==> config.mk <==
export PLATFORM = sky130hd
export DESIGN_NAME = minmax_cmp_sched_flat
export DESIGN_NICKNAME = d
export VERILOG_FILES = /design/src/rtl/minmax_cmp_sched_if.sv /design/src/rtl/minmax_cmp_sched.sv /design/src/flat_wrapper.sv
export SDC_FILE = /design/constraint.sdc
export NUM_CORES = 1
export LEC_CHECK = 0
export ABC_AREA = 1
export BUFFER_PORTS_ARGS = -buffer_cell sky130_fd_sc_hd__buf_2
export CORE_MARGIN = 5
export CORE_UTILIZATION = 54
export CTS_CLUSTER_DIAMETER = 80
export DETAILED_ROUTE_END_ITERATION = 7
export HOLD_SLACK_MARGIN = 0.12
export MAX_ROUTING_LAYER = met4
export PLACE_DENSITY = 0.79
export SLEW_MARGIN = 20
export SYNTH_ARGS = -nofsm -noshare
export SYNTH_HDL_FRONTEND = slang
export SYNTH_SLANG_ARGS = --single-unit
==> constraint.sdc <==
create_clock -name clk -period 2.25 [get_ports clk]
set_input_delay 0.675 -clock clk [delete_from_list [all_inputs] [get_ports clk]]
set_output_delay 0.675 -clock clk [all_outputs]
set_load 0.03 [all_outputs]
==> src/rtl/minmax_cmp_sched_if.sv <==
// ============================================================================
// Module   : minmax_cmp_sched_if
// Purpose  : Sample-in / result-out handshake bundle for minmax_cmp_sched.
// Revision : 1.0  initial release
// ============================================================================
`default_nettype none

interface minmax_cmp_sched_if #(
  parameter int WIDTH = 5,
  parameter int CNT_W = 8
);
  logic             in_valid;
  logic             in_ready;
  logic [WIDTH-1:0] in_data;
  logic             in_last;
  logic             out_valid;
  logic             out_ready;
  logic [WIDTH-1:0] out_min;
  logic [WIDTH-1:0] out_max;
  logic [CNT_W-1:0] out_count;

  // Source and result consumer side
  modport master (
    output in_valid, in_data, in_last, out_ready,
    input  in_ready, out_valid, out_min, out_max, out_count
  );

  // Min/max tracker side
  modport slave (
    input  in_valid, in_data, in_last, out_ready,
    output in_ready, out_valid, out_min, out_max, out_count
  );
endinterface

`default_nettype wire

==> src/rtl/minmax_cmp_sched.sv <==
// ============================================================================
// Module   : minmax_cmp_sched
// Purpose  : Streaming per-frame signed min/max/count tracker using one shared
//            less-than comparator scheduled over two cycles per sample.
// Revision : 1.0  initial release
// ============================================================================
`default_nettype none

module minmax_cmp_sched #(
  parameter int WIDTH = 5,
  parameter int CNT_W = 8
) (
  input  wire                   clk,
  input  wire                   reset,
  minmax_cmp_sched_if.slave     bus
);

  localparam logic [CNT_W-1:0] c_CNT_MAX = {CNT_W{1'b1}};
  localparam logic [CNT_W-1:0] c_CNT_ONE = CNT_W'(1);

  typedef enum logic [1:0] {
    S_IDLE    = 2'd0,
    S_CMP_MIN = 2'd1,
    S_CMP_MAX = 2'd2,
    S_HOLD    = 2'd3
  } state_t;

  state_t           r_state;
  logic             r_first;
  logic             r_last;
  logic             r_out_valid;
  logic [WIDTH-1:0] r_sample;
  logic [WIDTH-1:0] r_min;
  logic [WIDTH-1:0] r_max;
  logic [CNT_W-1:0] r_count;

  logic [WIDTH-1:0] w_cmp_a;
  logic [WIDTH-1:0] w_cmp_b;
  logic             w_lt;
  logic             w_accept;

  // Sign bits differing decides the order outright; otherwise the magnitude
  // bits compare as unsigned. No subtraction, so no overflow corner cases.
  function automatic logic lt_signed(input logic [WIDTH-1:0] a,
                                     input logic [WIDTH-1:0] b);
    if (a[WIDTH-1] != b[WIDTH-1]) begin
      return a[WIDTH-1];
    end
    return (a[WIDTH-2:0] < b[WIDTH-2:0]);
  endfunction

  always_comb begin
    w_cmp_a = r_max;
    w_cmp_b = r_sample;
    if (r_state == S_CMP_MIN) begin
      w_cmp_a = r_sample;
      w_cmp_b = r_min;
    end
  end

  assign w_lt     = lt_signed(w_cmp_a, w_cmp_b);
  assign w_accept = bus.in_valid && (r_state == S_IDLE) && !reset;

  always_ff @(posedge clk) begin
    if (reset) begin
      r_state     <= S_IDLE;
      r_first     <= 1'b1;
      r_last      <= 1'b0;
      r_out_valid <= 1'b0;
      r_sample    <= '0;
      r_min       <= '0;
      r_max       <= '0;
      r_count     <= '0;
    end else begin
      case (r_state)
        S_IDLE: begin
          if (w_accept) begin
            r_sample <= bus.in_data;
            r_last   <= bus.in_last;
            if (r_count != c_CNT_MAX) begin
              r_count <= r_count + c_CNT_ONE;
            end
            if (r_first) begin
              r_first <= 1'b0;
              r_min   <= bus.in_data;
              r_max   <= bus.in_data;
              if (bus.in_last) begin
                r_state     <= S_HOLD;
                r_out_valid <= 1'b1;
              end
            end else begin
              r_state <= S_CMP_MIN;
            end
          end
        end

        S_CMP_MIN: begin
          if (w_lt) begin
            r_min <= r_sample;
          end
          r_state <= S_CMP_MAX;
        end

        S_CMP_MAX: begin
          if (w_lt) begin
            r_max <= r_sample;
          end
          if (r_last) begin
            r_state     <= S_HOLD;
            r_out_valid <= 1'b1;
          end else begin
            r_state <= S_IDLE;
          end
        end

        S_HOLD: begin
          if (bus.out_ready) begin
            r_state     <= S_IDLE;
            r_out_valid <= 1'b0;
            r_first     <= 1'b1;
            r_count     <= '0;
          end
        end

        default: begin
          r_state <= S_IDLE;
        end
      endcase
    end
  end

  assign bus.in_ready  = (r_state == S_IDLE) && !reset;
  assign bus.out_valid = r_out_valid;
  assign bus.out_min   = r_min;
  assign bus.out_max   = r_max;
  assign bus.out_count = r_count;

endmodule

`default_nettype wire

==> src/flat_wrapper.sv <==
// flat-port wrapper written by rule: the top's interface ports become plain ports
module minmax_cmp_sched_flat 
#(
  parameter int WIDTH = 5,
  parameter int CNT_W = 8
)
  (clk, reset, bus_in_valid, bus_in_data, bus_in_last, bus_out_ready, bus_in_ready, bus_out_valid, bus_out_min, bus_out_max, bus_out_count);
  minmax_cmp_sched_if #(.WIDTH(WIDTH), .CNT_W(CNT_W)) bus_i ();
  input  wire clk;
  input  wire reset;
  input wire logic [$bits(bus_i.in_valid)-1:0] bus_in_valid;
  input wire logic [$bits(bus_i.in_data)-1:0] bus_in_data;
  input wire logic [$bits(bus_i.in_last)-1:0] bus_in_last;
  input wire logic [$bits(bus_i.out_ready)-1:0] bus_out_ready;
  output wire logic [$bits(bus_i.in_ready)-1:0] bus_in_ready;
  output wire logic [$bits(bus_i.out_valid)-1:0] bus_out_valid;
  output wire logic [$bits(bus_i.out_min)-1:0] bus_out_min;
  output wire logic [$bits(bus_i.out_max)-1:0] bus_out_max;
  output wire logic [$bits(bus_i.out_count)-1:0] bus_out_count;
  assign bus_i.in_valid = bus_in_valid;
  assign bus_i.in_data = bus_in_data;
  assign bus_i.in_last = bus_in_last;
  assign bus_i.out_ready = bus_out_ready;
  assign bus_in_ready = bus_i.in_ready;
  assign bus_out_valid = bus_i.out_valid;
  assign bus_out_min = bus_i.out_min;
  assign bus_out_max = bus_i.out_max;
  assign bus_out_count = bus_i.out_count;
  minmax_cmp_sched #(.WIDTH(WIDTH), .CNT_W(CNT_W)) u_core (.clk(clk), .reset(reset), .bus(bus_i));
endmodule
# Word level (Yosys, flattened, before mapping)
# Cells that the tools add are included.
# op_classes
eq_ne	14
mux	29
n_addsub	1
n_reduce_logical	16
order_cmp	1
# op_table
cell	n
$mux W5	5
$mux W8	3
$pmux W5 S2	2
$pmux W8 S2	1
$reduce_and A4 Y1	3
$mux W1	10
$mux W2	5
$ne A2 B1 Y1 const B	5
$add A8 B1 Y8 const B	1
$ne A8 B8 Y1 const B	1
$pmux W2 S4	1
$ne A2 B2 Y1 const B	3
$reduce_and A3 Y1	2
$reduce_and A6 Y1	1
$reduce_bool A2 Y1	3
$eq A2 B2 Y1 const B	2
$lt A4 B4 Y1	1
$logic_and A1 B1 Y1	3
$ne A3 B3 Y1 const B	1
$pmux W1 S3	1
$reduce_bool A3 Y1	1
$eq A2 B1 Y1 const B	1
$logic_not A2 Y1	1
$pmux W1 S2	1
other kinds (3)	3
# totals
out_inout_bits	20
wordCells	69
ff_bits	28

# Logic depth before layout (Yosys ltp)
# logic_depth
word_depth	7
depth_mapped	16
mapped_depth_nobuf	14

# Least setup slack after synthesis
# No wires, ideal clock.
# synth_path
kind	reg2reg
start	register u_core.r_state[0]
end	register u_core.r_min[0] (netlist: u_core.bus.out_min[0])
path_stages_with_launch	15
setup_time_ns	0.116
t_arrival_ns	1.858
required_time_ns	2.134
slack_ns	0.277
cell_sequence	dfxtp_1 > buf_6 > inv_1 > nor2_2 > buf_2 > nand2_1 > o21ai_0 > ha_1 > a21oi_1 > a21boi_2 > nand2_2 > nand3_2 > nand3b_1 > nand2_1 > nor2_1
# synth_via
elab_chain_len	7
elab_cells_between_ends	17
classes_between	order compare (1); eq/ne (5); mux (6); reduce/logical (5)
# synth_rtl
item	line	source
start: declaration	minmax_cmp_sched.sv:28	state_t r_state;
start signal: assignment	minmax_cmp_sched.sv:66	r_state <= S_IDLE;
start signal: assignment	minmax_cmp_sched.sv:88	r_state <= S_HOLD;
start signal: assignment	minmax_cmp_sched.sv:92	r_state <= S_CMP_MIN;
parallel branches: the longest is 7 deep, another holds $lt A4 B4 Y1	-	
end signal: assignment	minmax_cmp_sched.sv:85	r_min <= bus.in_data;
end signal: assignment	minmax_cmp_sched.sv:99	r_min <= r_sample;
end: declaration	minmax_cmp_sched.sv:33	logic [WIDTH-1:0] r_min;
# Several ways; the timed one is not identified. The select of a mux whose other input is x is not followed.
# A chain may end at the register's enable or synchronous reset.

# Final worst setup path
# layout_path
start	register u_core.r_state[0]
end	output bus_in_ready
# layout_via
elab_chain_len	2
# layout_rtl
item	line	source
$logic_not A2 Y1	minmax_cmp_sched.sv:132	assign bus.in_ready = (r_state == S_IDLE) && !reset;
$logic_and A1 B1 Y1	minmax_cmp_sched.sv:132	
end: declaration	flat_wrapper.sv:15	output wire logic [$bits(bus_i.in_ready)-1:0] bus_in_ready;
# Every way passes these cells.

==> key figures <==
Run status
  – Run status: finished clean

Clock tree
  – H-tree level count: 1
  – Clock insertion delay at the later pin of the skew report: about 0.34 ns
  – Clock Tree Root: sky130_fd_sc_hd__clkbuf_4
  – Clock transition at the registers of the reported paths: around 0.16 ns
  – Clock Sinks: 28
  – Number of buffers between clock root and the deepest sink: 2
  – Number of clock buffers inserted by TritonCTS: 3
  – Number of hold-repair buffers added at the cts stage: 0
  – Clock tree from TritonCTS: yes

Detailed routing
  – Via Count: about 1,500
  – Drc violations: 0
  – First DRT Iteration DRCs: 70
  – Total routed wirelength: 3580 um
  – Via density per instance: between 5 and 6
  – Average wire per standard cell: 12.1 um
  – Remaining number of nets flagged by the antenna check after routing: 0
  – First-pass detailed-route iteration total: 7

Job
  – Count of max-cap constraint violations: 0

Critical path
  – Arrival time at the worst endpoint: ~1.4 ns
  – Library cell contributing the largest single delay on the critical path: sky130_fd_sc_hd__dfxtp_1
  – Reg2Reg Depth: 11
  – Critical Setup Path Class: register to primary output
  – Type of destination of the critical path: primary output
  – Worst R2R Start: u_core.r_state[1]
  – Required time reported for the critical path endpoint: about 1.6 ns
  – Worst R2R End: u_core.bus.out_min[2]
  – Largest fanout on the critical path: 7
  – Cells along the critical path: buf_4, nor2_4, inv_1, nor2_1, buf_2
  – Critical path startpoint category: register
  – Delay of the slowest cell on the worst path: approximately 0.35 ns
  – Slack of the worst reg-to-reg path: 0.24 ns

Global routing
  – Initial antenna violation count: 0
  – Maximum number of pins on one net before global-route repair: 20
  – Aggregate global routing overflow: 0
  – Combined global-route utilization of all metal layers: 0.180
  – Via count of the first global-routing pass: 1,357
  – Wire length of the first global-routing pass: 5910 um

Die
  – Area of the placeable core: between 0.002 and 0.003 mm2
  – Die width: around 64 um
  – Die outline area: slightly above 0.004 mm2
  – Site row count: 19
  – Vertical die dimension: ~64 um
  – Initial core utilization: 0.570
  – Count of pins on the block boundary: 30

Yosys
  – Post-Syn Area: roughly 0.0016 mm2
  – Synthesized netlist cell count: between 200 and 250
  – Number of warnings printed during yosys synthesis: 0
  – Unique cell type count in the Yosys netlist: 31
  – Fraction of synthesized cell area taken by the top area cell type: 0.350
  – Cell accounting for the most synthesized area: sky130_fd_sc_hd__dfxtp_1
  – Mean instance size in the synthesized netlist: slightly below 7 um2
  – Primary flip-flop cell chosen by synthesis mapping: sky130_fd_sc_hd__dfxtp_1
  – Number of flops mapped to enable cells by yosys: 0
  – Seq/Total Area, Yosys: 0.350
  – Flip-flop and latch count after synthesis: 28
  – Synth area leaders: sky130_fd_sc_hd__dfxtp_1 (35%), sky130_fd_sc_hd__nand2_1 (13%), sky130_fd_sc_hd__inv_1 (6.8%)
  – Proportion of synthesized flip-flops having asynchronous set or reset: 0
  – Syn Nets: ~250

Timing
  – Count of final hold-check violations: 0
  – Final critical-path setup slack: about 0.16 ns
  – Final setup violation count: 0
  – Max Clk Rate: 478 MHz
  – Final period utilization: 0.931
  – Final worst path period need: between 2 and 2.5 ns
  – Clock skew after layout: approximately 0.0045 ns
  – Normalized max-slew margin: 0.716
  – Aggregate negative setup slack: 0 ns
  – Pins Over Slew Limit: 0
  – Setup repair after global routing missed its margin: no
  – Slew @ Worst Pin: about 0.43 ns

Power and ir drop
  – PD cells: roughly 1300 mW/mm2
  – Static leakage: about 0.0009 uW
  – Peak supply drop: around 0.56 mV

Final layout
  – Commonest cells after routing, fill and taps aside: sky130_fd_sc_hd__nand2_1 (54), sky130_fd_sc_hd__inv_1 (29), sky130_fd_sc_hd__nor2_1 (29), sky130_fd_sc_hd__buf_2 (29), sky130_fd_sc_hd__dfxtp_1 (27)
  – Syn-to-layout area delta: 13.4%
  – Ant diodes: 0
  – Layout Utilization: 0.647
  – Most common library cell in the layout ignoring fill and taps: sky130_fd_sc_hd__nand2_1
  – Nets: 279
  – Fraction of layout instances using a drive strength above 1: 0.197

Worst hold path
  – Worst Hold End: u_core.bus.out_valid
  – HP Start: u_core.bus.out_valid
  – Number of cells on the worst hold path: 2
  – Path class of the lowest-slack min-delay path: register to register

Placed design
  – Placer's final routability congestion estimate: around 0.86
  – Place WS: 0.191 ns
  – Estimated wirelength of the detail-placed design: 2570 um
  – IO Port Bufs: 29
## worst max-delay path, delay by kind of cell, from the launching register on
kind                   cells  cell delay, ns
buffers and inverters      3            0.47
DFF                        1            0.35
and+or+nand+nor            2            0.25
## Yosys cell counts (2+ instances only)
cell,n
sky130_fd_sc_hd__nor2_1,29
sky130_fd_sc_hd__buf_2,2
sky130_fd_sc_hd__nand3b_1,6
sky130_fd_sc_hd__nand2_1,54
sky130_fd_sc_hd__o21ai_0,21
sky130_fd_sc_hd__inv_1,29
sky130_fd_sc_hd__nor3_1,3
sky130_fd_sc_hd__mux2i_1,3
sky130_fd_sc_hd__clkbuf_1,2
sky130_fd_sc_hd__nand2_2,3
sky130_fd_sc_hd__dfxtp_1,28
sky130_fd_sc_hd__nand3_1,13
sky130_fd_sc_hd__a21oi_1,15
sky130_fd_sc_hd__ha_1,4
sky130_fd_sc_hd__nand2_4,3
sky130_fd_sc_hd__nand4_1,2
sky130_fd_sc_hd__nand3_2,2
## registers in the layout, indices dropped and copies added (netlist names)
name                  count
u_core.r_first            1
u_core.bus.out_max        5
u_core.r_last             1
u_core.r_state            2
u_core.bus.out_min        5
u_core.r_sample           5
u_core.bus.out_count      8
u_core.bus.out_valid      1
## worst max-delay path by stage
stage                                  endpoint  cells after the start               from
final                              bus_in_ready                      5  u_core.r_state[0]
after global placement    u_core.bus.out_min[2]                     11  u_core.r_state[1]
after floorplan           u_core.bus.out_min[0]                     14  u_core.r_state[0]
after CTS                          bus_in_ready                      5  u_core.r_state[0]
after detailed placement  u_core.bus.out_min[2]                     11  u_core.r_state[1]
after global routing      u_core.bus.out_min[2]                     11  u_core.r_state[1]
## routing by layer
layer / share of wire / GRT usage / vias up
li1: - / - / 810
met1: 0.51 / 0.243 / 680
met2: 0.44 / 0.281 / 43
met3: 0.035 / 0.0207 / 7
met4: 0.013 / 0.0633 / 0
met5: 0 / - / -
## layout make-up
cell class                 count  area, um2
clock buffer                   4       36.3
fill                         262        991
inverter                      30        113
multi-input combinational    169        890
sequential                    28        562
tap                           31       38.8
timing repair buffer          33        175
## metrics by stage
step                      area, um2  cells  total power [uW]  hold slack [ns]
after floorplan                1600    233              1850            0.444
after global placement         1770    291              2140            0.439
after detailed placement       1770    291              2150            0.449
after CTS                      1810    295              2420            0.470
after global routing           1810    295              2640            0.506
final                          1810    295              2430            0.469
## cells by family (layout without fill, tap and decap cells)
family                   Yosys count  after routing  share of synthesized area
flip-flops                        28             28                      0.350
AO/OA/AOI/OAI                     42             42                      0.144
XOR/XNOR                           2              2                     0.0109
AND/OR/NAND/NOR                  118            118                      0.348
multiplexers                       3              3                     0.0188
adder cells (fa/ha/maj)            4              4                     0.0313
buffers and inverters             36             67                     0.0969
## power by group
group	switching [uW]	leakage (uW)	internal, uW
logic	934	0.000650	476
clock network	157	0.0000210	99.2
registers	122	0.000230	638
## what timing repair did
| action | CTS | global route |
|---|---|---|
| endpoints found under the setup margin | 0 | 8 |
| buffers inserted | 0 | 0 |
| resized for setup | 0 | 2 |
Power figures use the tool's default switching activity.
